**config.mk**
```make
export PLATFORM = sky130hd
export DESIGN_NAME = tpu_result_drain
export DESIGN_NICKNAME = d
export VERILOG_FILES = /design/src/rtl/tpu_pkg.sv /design/src/rtl/tpu_sync_fifo.sv /design/src/rtl/tpu_result_drain.sv
export SDC_FILE = /design/constraint.sdc
export NUM_CORES = 1
export LEC_CHECK = 0
export CAP_MARGIN = 5
export CELL_PAD_IN_SITES_DETAIL_PLACEMENT = 0
export CELL_PAD_IN_SITES_GLOBAL_PLACEMENT = 1
export CORE_ASPECT_RATIO = 1.5
export CORE_MARGIN = 1
export CORE_UTILIZATION = 44
export DETAILED_ROUTE_END_ITERATION = 8
export HOLD_SLACK_MARGIN = 0.03
export PLACE_DENSITY = 0.79
export SYNTH_ARGS = -nofsm -noshare
export SYNTH_HDL_FRONTEND = slang
export SYNTH_SLANG_ARGS = --single-unit
```
**constraint.sdc**
```tcl
create_clock -name clk -period 3.35 [get_ports clk]
set_input_delay 0.67 -clock clk [delete_from_list [all_inputs] [get_ports clk]]
set_output_delay 0.67 -clock clk [all_outputs]
set_load 0.05 [all_outputs]
```
**src/rtl/tpu_pkg.sv**
```systemverilog
// Shared TPU types and constants.
// Used by the TPU core and by its result drain stage.
package tpu_pkg;

    localparam int TPU_DATA_W = 8;

    typedef enum logic {
        PAYLOAD  = 1'b0,
        CHECKSUM = 1'b1
    } drain_state_t;

endpackage

```
**src/rtl/tpu_sync_fifo.sv**
```systemverilog
// Single-clock FIFO with extra pointer MSB for full/empty.
// Push and pop may coincide, including when full.
module tpu_sync_fifo #(
    parameter int DATA_W = 8,
    parameter int DEPTH  = 8
) (
    input  logic                       clk,
    input  logic                       rst,
    input  logic                       clr,
    input  logic                       push,
    input  logic [DATA_W-1:0]          din,
    input  logic                       pop,
    output logic [DATA_W-1:0]          head,
    output logic [$clog2(DEPTH):0]     count,
    output logic                       full,
    output logic                       empty
);

    localparam int AW = $clog2(DEPTH);
    localparam logic [AW:0] CNT_FULL = (AW+1)'(DEPTH);

    logic [DATA_W-1:0] mem [DEPTH];
    logic [AW:0]       wptr;
    logic [AW:0]       rptr;

    // Pointer update; clr drops all buffered entries.
    always_ff @(posedge clk) begin
        if (rst || clr) begin
            wptr <= '0;
            rptr <= '0;
        end else begin
            if (push) wptr <= wptr + 1'b1;
            if (pop)  rptr <= rptr + 1'b1;
        end
    end

    // Storage write; contents need no reset.
    always_ff @(posedge clk) begin
        if (push) mem[wptr[AW-1:0]] <= din;
    end

    assign count = wptr - rptr;
    assign full  = (count == CNT_FULL);
    assign empty = (wptr == rptr);
    assign head  = mem[rptr[AW-1:0]];

endmodule

```
**src/rtl/tpu_result_drain.sv**
```systemverilog
// Buffers TPU result bytes and re-emits them as framed packets
// of FRAME_LEN payload bytes plus one mod-2^DATA_W checksum byte.
module tpu_result_drain
    import tpu_pkg::*;
#(
    parameter int DATA_W       = TPU_DATA_W,
    parameter int DEPTH        = 8,
    parameter int FRAME_LEN    = 4,
    parameter int AFULL_MARGIN = 2
) (
    input  logic              clk,
    input  logic              rst,
    input  logic              tpu_done,
    input  logic [DATA_W-1:0] tpu_data,
    output logic              tpu_ready,
    input  logic              flush,
    output logic              out_valid,
    input  logic              out_ready,
    output logic [DATA_W-1:0] out_data,
    output logic              out_last,
    output logic              overflow,
    output logic [7:0]        frame_cnt
);

    localparam int AW = $clog2(DEPTH);
    localparam logic [AW:0] READY_LIM = (AW+1)'(DEPTH - AFULL_MARGIN);
    localparam logic [7:0]  IDX_LAST  = 8'(FRAME_LEN - 1);

    drain_state_t      state;
    drain_state_t      state_nx;
    logic [DATA_W-1:0] sum;
    logic [7:0]        idx;
    logic [DATA_W-1:0] head;
    logic [AW:0]       count;
    logic [AW:0]       count_nx;
    logic              full;
    logic              empty;
    logic              hs;
    logic              pop;
    logic              accept;
    logic              push;

    assign hs       = out_valid & out_ready;
    assign pop      = hs & (state == PAYLOAD) & ~flush;
    assign accept   = tpu_done & (~full | pop);
    assign push     = accept & ~flush;
    assign count_nx = count + (AW+1)'(push) - (AW+1)'(pop);

    tpu_sync_fifo #(
        .DATA_W (DATA_W),
        .DEPTH  (DEPTH)
    ) u_fifo (
        .clk   (clk),
        .rst   (rst),
        .clr   (flush),
        .push  (push),
        .din   (tpu_data),
        .pop   (pop),
        .head  (head),
        .count (count),
        .full  (full),
        .empty (empty)
    );

    // State register; flush restarts framing like reset.
    always_ff @(posedge clk) begin
        if (rst || flush) state <= PAYLOAD;
        else              state <= state_nx;
    end

    // Move to CHECKSUM after the last payload byte of a frame leaves.
    always_comb begin
        state_nx = state;
        unique case (state)
            PAYLOAD:  if (pop && idx == IDX_LAST) state_nx = CHECKSUM;
            CHECKSUM: if (hs)                     state_nx = PAYLOAD;
            default:  state_nx = PAYLOAD;
        endcase
    end

    // Stream outputs; data is zero whenever nothing is offered.
    always_comb begin
        out_valid = 1'b0;
        out_data  = '0;
        out_last  = 1'b0;
        unique case (state)
            PAYLOAD: begin
                out_valid = ~empty;
                out_data  = empty ? '0 : head;
            end
            CHECKSUM: begin
                out_valid = 1'b1;
                out_data  = sum;
                out_last  = 1'b1;
            end
            default: ;
        endcase
    end

    // Checksum, frame index, counters, sticky overflow, throttle.
    always_ff @(posedge clk) begin
        if (rst) begin
            sum       <= '0;
            idx       <= '0;
            frame_cnt <= '0;
            overflow  <= 1'b0;
            tpu_ready <= 1'b0;
        end else if (flush) begin
            sum       <= '0;
            idx       <= '0;
            tpu_ready <= 1'b0;
        end else begin
            if (pop) begin
                sum <= sum + head;
                idx <= (idx == IDX_LAST) ? 8'd0 : idx + 8'd1;
            end
            if (state == CHECKSUM && hs) begin
                sum       <= '0;
                frame_cnt <= frame_cnt + 8'd1;
            end
            if (tpu_done && !accept) overflow <= 1'b1;
            tpu_ready <= (count_nx <= READY_LIM);
        end
    end

endmodule

```
# Yosys cells after proc, flatten, opt, wreduce, memory -nomap -nowiden
# Memory sizes are Yosys's and may differ from the RTL's. A register that Yosys moved wholly into a read port is not among the register bits.
# Index checks and enable logic that the tools add are counted.
# Widths: inputs -> output; s select.
# totals
out_inout_bits	20
in_bits	13
n_memories	1
mem_bits_rw	64
word_cells	52
regBits	35
# op_classes
n_reduce_logical	9
addsub	8
order_cmp	1
eq_ne	3
bitwise	10
mux	12
# mem_list
memory	words	word_bits	rd	rd_clocked_by_memory_dff	write_ports	line	source
u_fifo.mem	8	8	1	1	1	tpu_sync_fifo.sv:22	logic [DATA_W-1:0] mem [DEPTH];
# ops
operator	n
$add 8x1->8 const B	2
$mux 8	2
$pmux 8 s2	1
$add 4x1->4 const B	2
$add 8x8->8	1
$eq 8x2->1 const B	1
$mux 3	2
$and 1x1->1	5
$mux 1	5
$add 4x1->4	1
$eq 4x4->1	1
$eq 4x4->1 const B	1
$le 4x3->1 const B	1
$not 1->1	4
$pmux 1 s2	2
$reduce_and 2->1	2
$sub 4x1->4	1
$sub 4x4->4	1
$logic_and 1x1->1	3
$reduce_or 3->1	1
$reduce_or 2->1	1
$logic_not 1->1	1
$logic_or 1x1->1	1
$or 1x1->1	1

# Depth between registers and ports, before layout
# Gate-level depths: netlist (run 1).
# depth
depth_word	12
depth_mapped	17
mapped_depth_nobuf	17

# Cells and area by module
# Synthesis (run 1) repeated with hierarchy kept, for this count alone.
# unflattened
hier_cells	353
hier_area_um2	4664.5
# modules_own_cells
module	seq_area_each_um2	cells_each	n_inst	area_each_um2
tpu_sync_fifo	2142.1	163	1	3047.9
tpu_result_drain	540.5	190	1	1616.6

# Worst setup path after synthesis (run 1)
# OpenSTA, ideal clock, no wires.
# synth_timing
path_type	register to register
start	register u_fifo.wptr[0]
end	register tpu_ready
slack_ns	0.224
path_stages_with_launch	17
n_path_buf	0
setup_time_ns	0.121
t_arrival_ns	3.005
period_less_slack_ns	3.126
required_time_ns	3.229
cell_sequence	dfxtp_1 > inv_1 > ha_1 > inv_1 > fa_1 > xnor2_1 > ha_1 > nand3_1 > o21ai_2 > ha_1 > inv_1 > ha_1 > inv_1 > fa_1 > xor2_1 > nor3b_1 > nor3_1
# synth_between
elab_chain_len	12
elab_cells_between_ends	15
cone_classes	add/sub: 3; order compare: 1; eq/ne: 2; mux: 1; bitwise: 8
# synth_lines
item	line	source
from (decl)	tpu_sync_fifo.sv:23	logic [AW:0] wptr;
from (signal assigned)	tpu_sync_fifo.sv:32	if (push) wptr <= wptr + 1'b1;
$eq 4x4->1	tpu_sync_fifo.sv:44	assign empty = (wptr == rptr);
$not 1->1	tpu_result_drain.sv:88	out_valid = ~empty;
$pmux 1 s2	tpu_result_drain.sv:86	unique case (state)
$and 1x1->1	tpu_result_drain.sv:43	assign hs = out_valid & out_ready;
$and 1x1->1 (2 in a row)	tpu_result_drain.sv:44	assign pop = hs & (state == PAYLOAD) & ~flush;
$or 1x1->1	tpu_result_drain.sv:45	assign accept = tpu_done & (~full | pop);
$and 1x1->1	tpu_result_drain.sv:45	
$and 1x1->1	tpu_result_drain.sv:46	assign push = accept & ~flush;
$add 4x1->4	tpu_result_drain.sv:47	assign count_nx = count + (AW+1)'(push) - (AW+1)'(pop);
$sub 4x1->4 (*)	tpu_result_drain.sv:47	
$le 4x3->1 (*)	tpu_result_drain.sv:122	tpu_ready <= (count_nx <= READY_LIM);
to (signal assigned)	tpu_result_drain.sv:122	
to (decl)	tpu_result_drain.sv:15	output logic tpu_ready,
# Mark *: on every way between the ends. The rest lies on a longest branch, timed or not.
# A chain may end at the register's enable or synchronous reset.

# Final worst setup path (run 1)
# layout_timing
start	register u_fifo.rptr[1]
end	register tpu_ready
# layout_between
elab_chain_len	12
elab_cells_between_ends	15
cone_classes	add/sub: 3; order compare: 1; eq/ne: 2; mux: 1; bitwise: 8
# layout_lines
item	line	source
from (decl)	tpu_sync_fifo.sv:24	logic [AW:0] rptr;
from (signal assigned)	tpu_sync_fifo.sv:33	if (pop) rptr <= rptr + 1'b1;
$eq 4x4->1	tpu_sync_fifo.sv:44	
$not 1->1	tpu_result_drain.sv:88	
$pmux 1 s2	tpu_result_drain.sv:86	
$and 1x1->1	tpu_result_drain.sv:43	
$and 1x1->1 (2 in a row)	tpu_result_drain.sv:44	
$or 1x1->1	tpu_result_drain.sv:45	
$and 1x1->1	tpu_result_drain.sv:45	
$and 1x1->1	tpu_result_drain.sv:46	
$add 4x1->4	tpu_result_drain.sv:47	
$sub 4x1->4 (*)	tpu_result_drain.sv:47	
$le 4x3->1 (*)	tpu_result_drain.sv:122	
# Marked as above.

==> out/metrics.yaml, run 1 <==
timing:
  final_hold_viol_count: 0
  finalCritPeriodShare_pct: 94.0
  drv_slew: 0
  min_period_ns: 3.15
  fin_skew_ns: 0.00704
  max_freq_ghz: 0.318
  slew_headroom_pct: 60.0
  tightest_slew_ns: 0.599
  setup_violations: 0
layout:
  final_util_pct: 53.3
  most-common-layout-cells: "edfxtp_1 (64), dfxtp_1 (36), nor2_1 (32), buf_4 (26)"
  drive_above_1_share_pct: 19.4
  fill_cells: 843
  area_growth_pct: 18.0
  num_antenna_cells: 0
  layout_commonest_cell: "edfxtp_1"
  layout.nets: 427
  final_area_mm2: 0.00540
clocking:
  numCtsBuffers: 9
  clock_path_buffers: 2
  insertion_delay_ns: 0.35
  clkTransAtPathRegs_ns: 0.07
  cts_sinks: 102
  cts_tree: "yes"
  cts_root_buffer: "clkbuf_16"
  htree_num_levels: 3
grt:
  grt_max_degree: 21
  grt_pass1_wl_mm: 14.6
  antenna_found_initial: 0
  grt_use_total_pct: 18.1
  grt_pass1_vias: 2821
  grt_overflow: 0
min_path:
  whs_path_depth: 2
  worstHoldStart: "overflow$_SDFFE_PP0P_"
  hold_class: "reg -> reg"
  holdPathEnd: "overflow$_SDFFE_PP0P_"
detailed_routing:
  first_pass_iters: 4
  drt_drc_violations_left: 0
  avgRoutedWirePerCell_um: 17.3
  via_per_inst: 5.48
  highest_layer: "met4"
  wl_met1_mm: 3.82
  drt_iter0_drc: 85
  dr_wl_met2_mm: 4.73
  met3_length_um: 227
  drtAntennaViolNets: 0
  vias: 2815
  wirelength_mm: 8.92
synth:
  synth_edf_count: 64
  async_reset_ff_share_pct: 0
  synth_cell_type_count: 43
  synthFlopType: "edfxtp_1"
  ys_ff_latch: 102
  seq_area_frac_synth_pct: 58.6
  syn-num-nets: 379
  synth_area_mm2: 0.00458
  avgSynthCellArea_um2: 13.3
  synth_warnings: 0
  synthCells: 344
placed_design:
  hpwlAfterDp_mm: 6.25
  gp_congestion: 0.809
  place_area_mm2: 0.00508
  portBuffers: 32
power:
  irDropWorstVdd_mv: 0.306
  powerDensity_mw_per_mm2: 461
  fin_total_pwr_mw: 2.49
  p_leak_nw: 1.92
floorplan:
  io_pins: 33
  die_x_um: 85.3
  core-area_mm2: 0.0101
  die_h_um: 127
  std_cell_rows: 45
  dieArea_mm2: 0.0108
  start_util_pct: 45.2
critical_path:
  crit_path_start_kind: "flip-flop"
  cp_common_cell: "ha_1"
  slowest_delay_ns: 0.37
  r2r-end: "tpu_ready$_SDFF_PP0_"
  worstPathRequired_ns: 3.58
  r2r_start: "u_fifo.rptr[1]$_SDFFE_PP0P_"
  cp.arrival_ns: 3.38
  worstPathCellList: "inv_1 > ha_1 > a21o_1 > a21oi_1 > xnor2_1 > ha_1 > nand3_2 > o21ai_2 > ha_1 > inv_1 > ha_1 > inv_1 > fa_1 > xor2_1 > nor3b_1 > nor3_1"
  critPathMaxFanout: 4
  end_kind: "flip-flop"
  critPathSlowestCell: "fa_1"
  r2r_cells: 16
  rrSetupSlack_ns: 0.20
  crit_type: "reg -> reg"
run:
  maxCapViolations: 0
status:
  status: "completed"
worst max path at each step:
stage                     cells after the start                    to                        start  slack (ns)
final                                        16  tpu_ready$_SDFF_PP0_  u_fifo.rptr[1]$_SDFFE_PP0P_        0.20
after global routing                         16  tpu_ready$_SDFF_PP0_  u_fifo.rptr[1]$_SDFFE_PP0P_      -0.007
after CTS                                    15  tpu_ready$_SDFF_PP0_  u_fifo.wptr[1]$_SDFFE_PP0P_        0.11
after detailed placement                     15  tpu_ready$_SDFF_PP0_  u_fifo.wptr[1]$_SDFFE_PP0P_        0.14
after global placement                       13  tpu_ready$_SDFF_PP0_                    out_ready        0.32
after floorplan                              16  tpu_ready$_SDFF_PP0_  u_fifo.wptr[0]$_SDFFE_PP0P_        0.22
final cells by class:
type	count	area, um^2	share of cell area [%]
clock buffer	9	225	4.17
tap	117	146	2.71
multi-input combinational	214	1780	33.0
clock inverter	7	73.8	1.37
inverter	15	56.3	1.04
sequential	102	2690	49.7
timing repair buffer	50	435	8.06
synth_stat cells, types with 2 or more instances:
master | instances | area, um^2
a21o_1 | 5 | 37.5
a21oi_1 | 14 | 70.1
a22o_1 | 6 | 52.6
a31o_2 | 2 | 17.5
a31oi_1 | 2 | 12.5
and3_1 | 3 | 18.8
and4_1 | 3 | 26.3
buf_2 | 2 | 10.0
buf_4 | 3 | 22.5
clkbuf_1 | 6 | 22.5
dfxtp_1 | 38 | 761
edfxtp_1 | 64 | 1920
fa_1 | 3 | 60.1
ha_1 | 19 | 238
inv_1 | 15 | 56.3
mux2_2 | 6 | 67.6
mux2i_1 | 2 | 20.0
mux4_2 | 16 | 360
nand2_1 | 24 | 90.1
nand2b_1 | 4 | 25.0
nand3_1 | 7 | 35.0
nand4_1 | 5 | 31.3
nor2_1 | 32 | 120
nor2b_1 | 2 | 12.5
nor3_1 | 6 | 30.0
nor3b_1 | 2 | 15.0
o21ai_0 | 5 | 25.0
or2_2 | 2 | 12.5
or3_1 | 2 | 12.5
xnor2_1 | 16 | 140
xor2_1 | 16 | 140
power breakdown:
group          internal [mW]  switching, mW  leakage [nW]  total, mW
Combinational         0.0507         0.0702         0.892      0.121
Sequential              1.34        0.00342         0.885       1.34
Clock                  0.529          0.497         0.147       1.03
Total                   1.92          0.570          1.92       2.49
kinds of logic after synthesis:
logic type                 synth area share (%)
muxes                                      10.3
adders and majority gates                  6.51
buffers and inverters                      2.76
DFF                                        58.6
and+or+nand+nor                            9.87
xor gates and xnor gates                   6.12
AOI/OAI and AO/OA                          5.85
per-layer routing:
metal / track usage (%) / vias to the layer above
met1: 22.1 / 1392
met4: 7.84 / 0
met5: 0 / -
met3: 3.06 / 12
li1: - / 1361
met2: 31.5 / 50
sequential cells by signal (all words and copies together), names as in the netlist, named ones only:
| signal | count |
|---|---|
| u_fifo.mem | 64 |
| frame_cnt | 8 |
| idx | 8 |
| sum | 8 |
| u_fifo.rptr | 4 |
| u_fifo.wptr | 4 |
| overflow | 1 |
| state | 1 |
| tpu_ready | 1 |
worst max-delay path, delay by kind of cell, from the launching register on:
family / cells / cell delay (ns)
and+or+nand+nor: 3 / 0.35
DFF: 1 / 0.35
AOI/OAI and AO/OA: 3 / 0.53
adders and majority gates: 5 / 1.30
xor gates and xnor gates: 2 / 0.31
buffers and inverters: 3 / 0.20
stage by stage:
step                instances  hold slack (ns)  worst slack (ns)  setup TNS [ns]
floorplan                 344            0.449             0.224               0
global placement          497            0.456             0.317               0
detailed placement        497            0.466             0.140               0
CTS                       513            0.479             0.111               0
global route              514            0.498          -0.00670        -0.00670
finish                    514            0.476             0.202               0
repair_timing:
item / in CTS / in global routing
hold buffers: 0 / 0
resized for setup: 0 / 5
setup endpoints to repair: 0 / 1
buffers inserted: 0 / 1
(Power assumes the default switching activity.)
==> run 2: changes to the inputs <==
--- a/config.mk
+++ b/config.mk
@@ -10,10 +10,11 @@
 export CELL_PAD_IN_SITES_GLOBAL_PLACEMENT = 1
 export CORE_ASPECT_RATIO = 1.5
 export CORE_MARGIN = 1
-export CORE_UTILIZATION = 44
+export CORE_UTILIZATION = 47
 export DETAILED_ROUTE_END_ITERATION = 8
+export DONT_BUFFER_PORTS = 1
 export HOLD_SLACK_MARGIN = 0.03
-export PLACE_DENSITY = 0.79
+export PLACE_DENSITY = 0.78
 export SYNTH_ARGS = -nofsm -noshare
 export SYNTH_HDL_FRONTEND = slang
 export SYNTH_SLANG_ARGS = --single-unit
==> run 2 against run 1 <==
Net effect: clock-buffer cell count stayed put; final area is 5.3% lower; register-to-register slack better by 0.06 ns; cell count is 7.4% lower; power is 0.29% higher; clock power is 4% higher; hold slack worse by 0.096 ns; worst setup slack better by 0.058 ns; largest power group unchanged.
==> out/metrics.yaml, run 2 (synthesized netlist as in run 1, its figures left out) <==
status:
  status: "completed"  # unchanged
power:
  p_leak_nw: 1.80  # was 1.92 nW
  powerDensity_mw_per_mm2: 488  # was 461 mW/mm^2
  fin_total_pwr_mw: 2.50  # was 2.49 mW
  irDropWorstVdd_mv: 0.323  # was 0.306 mV
timing:
  slew_headroom_pct: 36.3  # was 60.0%
  tightest_slew_ns: 0.952  # was 0.599 ns
  finalCritPeriodShare_pct: 92.2  # was 94.0%
  fin_skew_ns: 0.00753  # was 0.00704 ns
  min_period_ns: 3.09  # was 3.15 ns
  max_freq_ghz: 0.324  # was 0.318 GHz
  final_hold_viol_count: 0  # unchanged
  setup_violations: 0  # unchanged
  drv_slew: 0  # unchanged
  rsz0062_at_grt: "false"
  tns_ns: 0  # unchanged
clocking:
  postCtsHoldBufs: 0  # unchanged
  clkTransAtPathRegs_ns: 0.07  # about the same
  numCtsBuffers: 9  # unchanged
  cts_tree: "yes"  # unchanged
  cts_root_buffer: "clkbuf_16"  # unchanged
  htree_num_levels: 3  # unchanged
  cts_sinks: 102  # unchanged
  insertion_delay_ns: 0.35  # about the same
  clock_path_buffers: 2  # unchanged
floorplan:
  core-area_mm2: 0.00936  # was 0.0101 mm^2
  std_cell_rows: 43  # was 45
  io_pins: 33  # unchanged
  dieArea_mm2: 0.0101  # was 0.0108 mm^2
  start_util_pct: 48.9  # was 45.2%
  die_h_um: 123  # was 127 um
  die_x_um: 82.6  # was 85.3 um
layout:
  layout_commonest_cell: "edfxtp_1"  # unchanged
  area_growth_pct: 11.7  # was 18.0%
  largest_reg_flops: 64  # unchanged
  fill_cells: 812  # was 843
  drive_above_1_share_pct: 18.7  # was 19.4%
  layout.nets: 394  # was 427
  num_antenna_cells: 0  # unchanged
  most-common-layout-cells: "edfxtp_1 (64), dfxtp_1 (36), nor2_1 (32), nand2_1 (24), ha_1 (19)"  # was edfxtp_1 (64), dfxtp_1 (36), nor2_1 (32), buf_4 (26)
placed_design:
  hpwlAfterDp_mm: 5.87  # was 6.25 mm
  portBuffers: 0  # was 32
  gp_congestion: 0.718  # was 0.809
detailed_routing:
  avgRoutedWirePerCell_um: 17.7  # was 17.3 um
  via_per_inst: 5.56  # was 5.48
  first_pass_iters: 4  # unchanged
  vias: 2645  # was 2815
  drt_iter0_drc: 80  # was 85
  drtAntennaViolNets: 0  # unchanged
  drt_drc_violations_left: 0  # unchanged
  wirelength_mm: 8.43  # was 8.92 mm
critical_path:
  crit_type: "reg -> reg"  # unchanged
  critPathMaxFanout: 4  # unchanged
  cp.arrival_ns: 3.32  # was 3.38 ns
  end_kind: "flip-flop"  # unchanged
  worstPathRequired_ns: 3.58  # about the same
  crit_path_start_kind: "flip-flop"  # unchanged
run:
  maxCapViolations: 0  # unchanged
min_path:
  hold_class: "in -> reg"  # was reg -> reg
grt:
  grt_overflow: 0  # unchanged
  grt_pass1_vias: 2673  # was 2821
  grt_max_degree: 23  # was 21
  grt_pass1_wl_mm: 13.3  # was 14.6 mm
  grt_use_total_pct: 18.5  # was 18.1%
  antenna_found_initial: 0  # unchanged
[run 2: per-stage QoR]
stage                     instances  hold slack, ns  worst slack (ns)  utilization (%)  cell area [um^2]
after global placement          460           0.459             0.294             51.1              4790
after floorplan                 344           0.449             0.224                -              4580
after CTS                       476           0.369             0.169             54.5              5100
after detailed placement        460           0.469             0.196             51.1              4790
after global routing            476           0.367            0.0313             54.6              5110
final                           476           0.381             0.261             54.6              5110
[run 2: metal layers]
| metal | track usage, % | wire, um | up-vias |
|---|---|---|---|
| li1 | - | - | 1284 |
| met1 | 20.6 | 3410 | 1313 |
| met2 | 32.6 | 4530 | 37 |
| met3 | 4.54 | 322 | 11 |
| met4 | 8.19 | 162 | 0 |
| met5 | 0 | 0 | - |
[run 2: report_power, final]
part	switching, mW	internal (mW)	total [mW]
Combinational	0.0529	0.0317	0.0845
Clock	0.522	0.544	1.07
Sequential	0.00609	1.34	1.35
Total	0.581	1.92	2.50
[run 2: final cells by class]
type | instances | area (um^2) | share of cell area, %
Sequential cell | 102 | 2690 | 52.5
Multi-Input combinational cell | 214 | 1780 | 34.8
Clock buffer | 9 | 225 | 4.40
Timing Repair Buffer | 17 | 140 | 2.74
Tap cell | 112 | 140 | 2.74
Clock inverter | 7 | 86.3 | 1.69
Inverter | 15 | 56.3 | 1.10
[run 2: final timing paths]
kind | startpoint | to | slack (ns) | cells after the start
min | rst | overflow$_SDFFE_PP0P_ | 0.38 | 1
max | u_fifo.rptr[1]$_SDFFE_PP0P_ | tpu_ready$_SDFF_PP0_ | 0.26 | 16
max reg2reg | u_fifo.rptr[1]$_SDFFE_PP0P_ | tpu_ready$_SDFF_PP0_ | 0.26 | 16
min reg2reg | idx[1]$_SDFFE_PP0P_ | idx[1]$_SDFFE_PP0P_ | 0.48 | 2
[run 2: timing repair]
item / CTS / global route
buffers inserted: 0 / 0
resized for setup: 0 / 5
endpoints found under the setup margin: 0 / 1
[run 2: worst max-delay path: stages (launching register included)]
cell and delay [ns]:
dfxtp_2 0.35, inv_1 0.08, ha_1 0.33, a21o_1 0.18
a21oi_1 0.17, xnor2_1 0.14, ha_1 0.16, nand3_1 0.13
o21ai_2 0.17, ha_1 0.25, inv_1 0.05, ha_1 0.16
inv_1 0.06, fa_1 0.37, xor2_1 0.16, nor3b_2 0.15
nor3_1 0.06
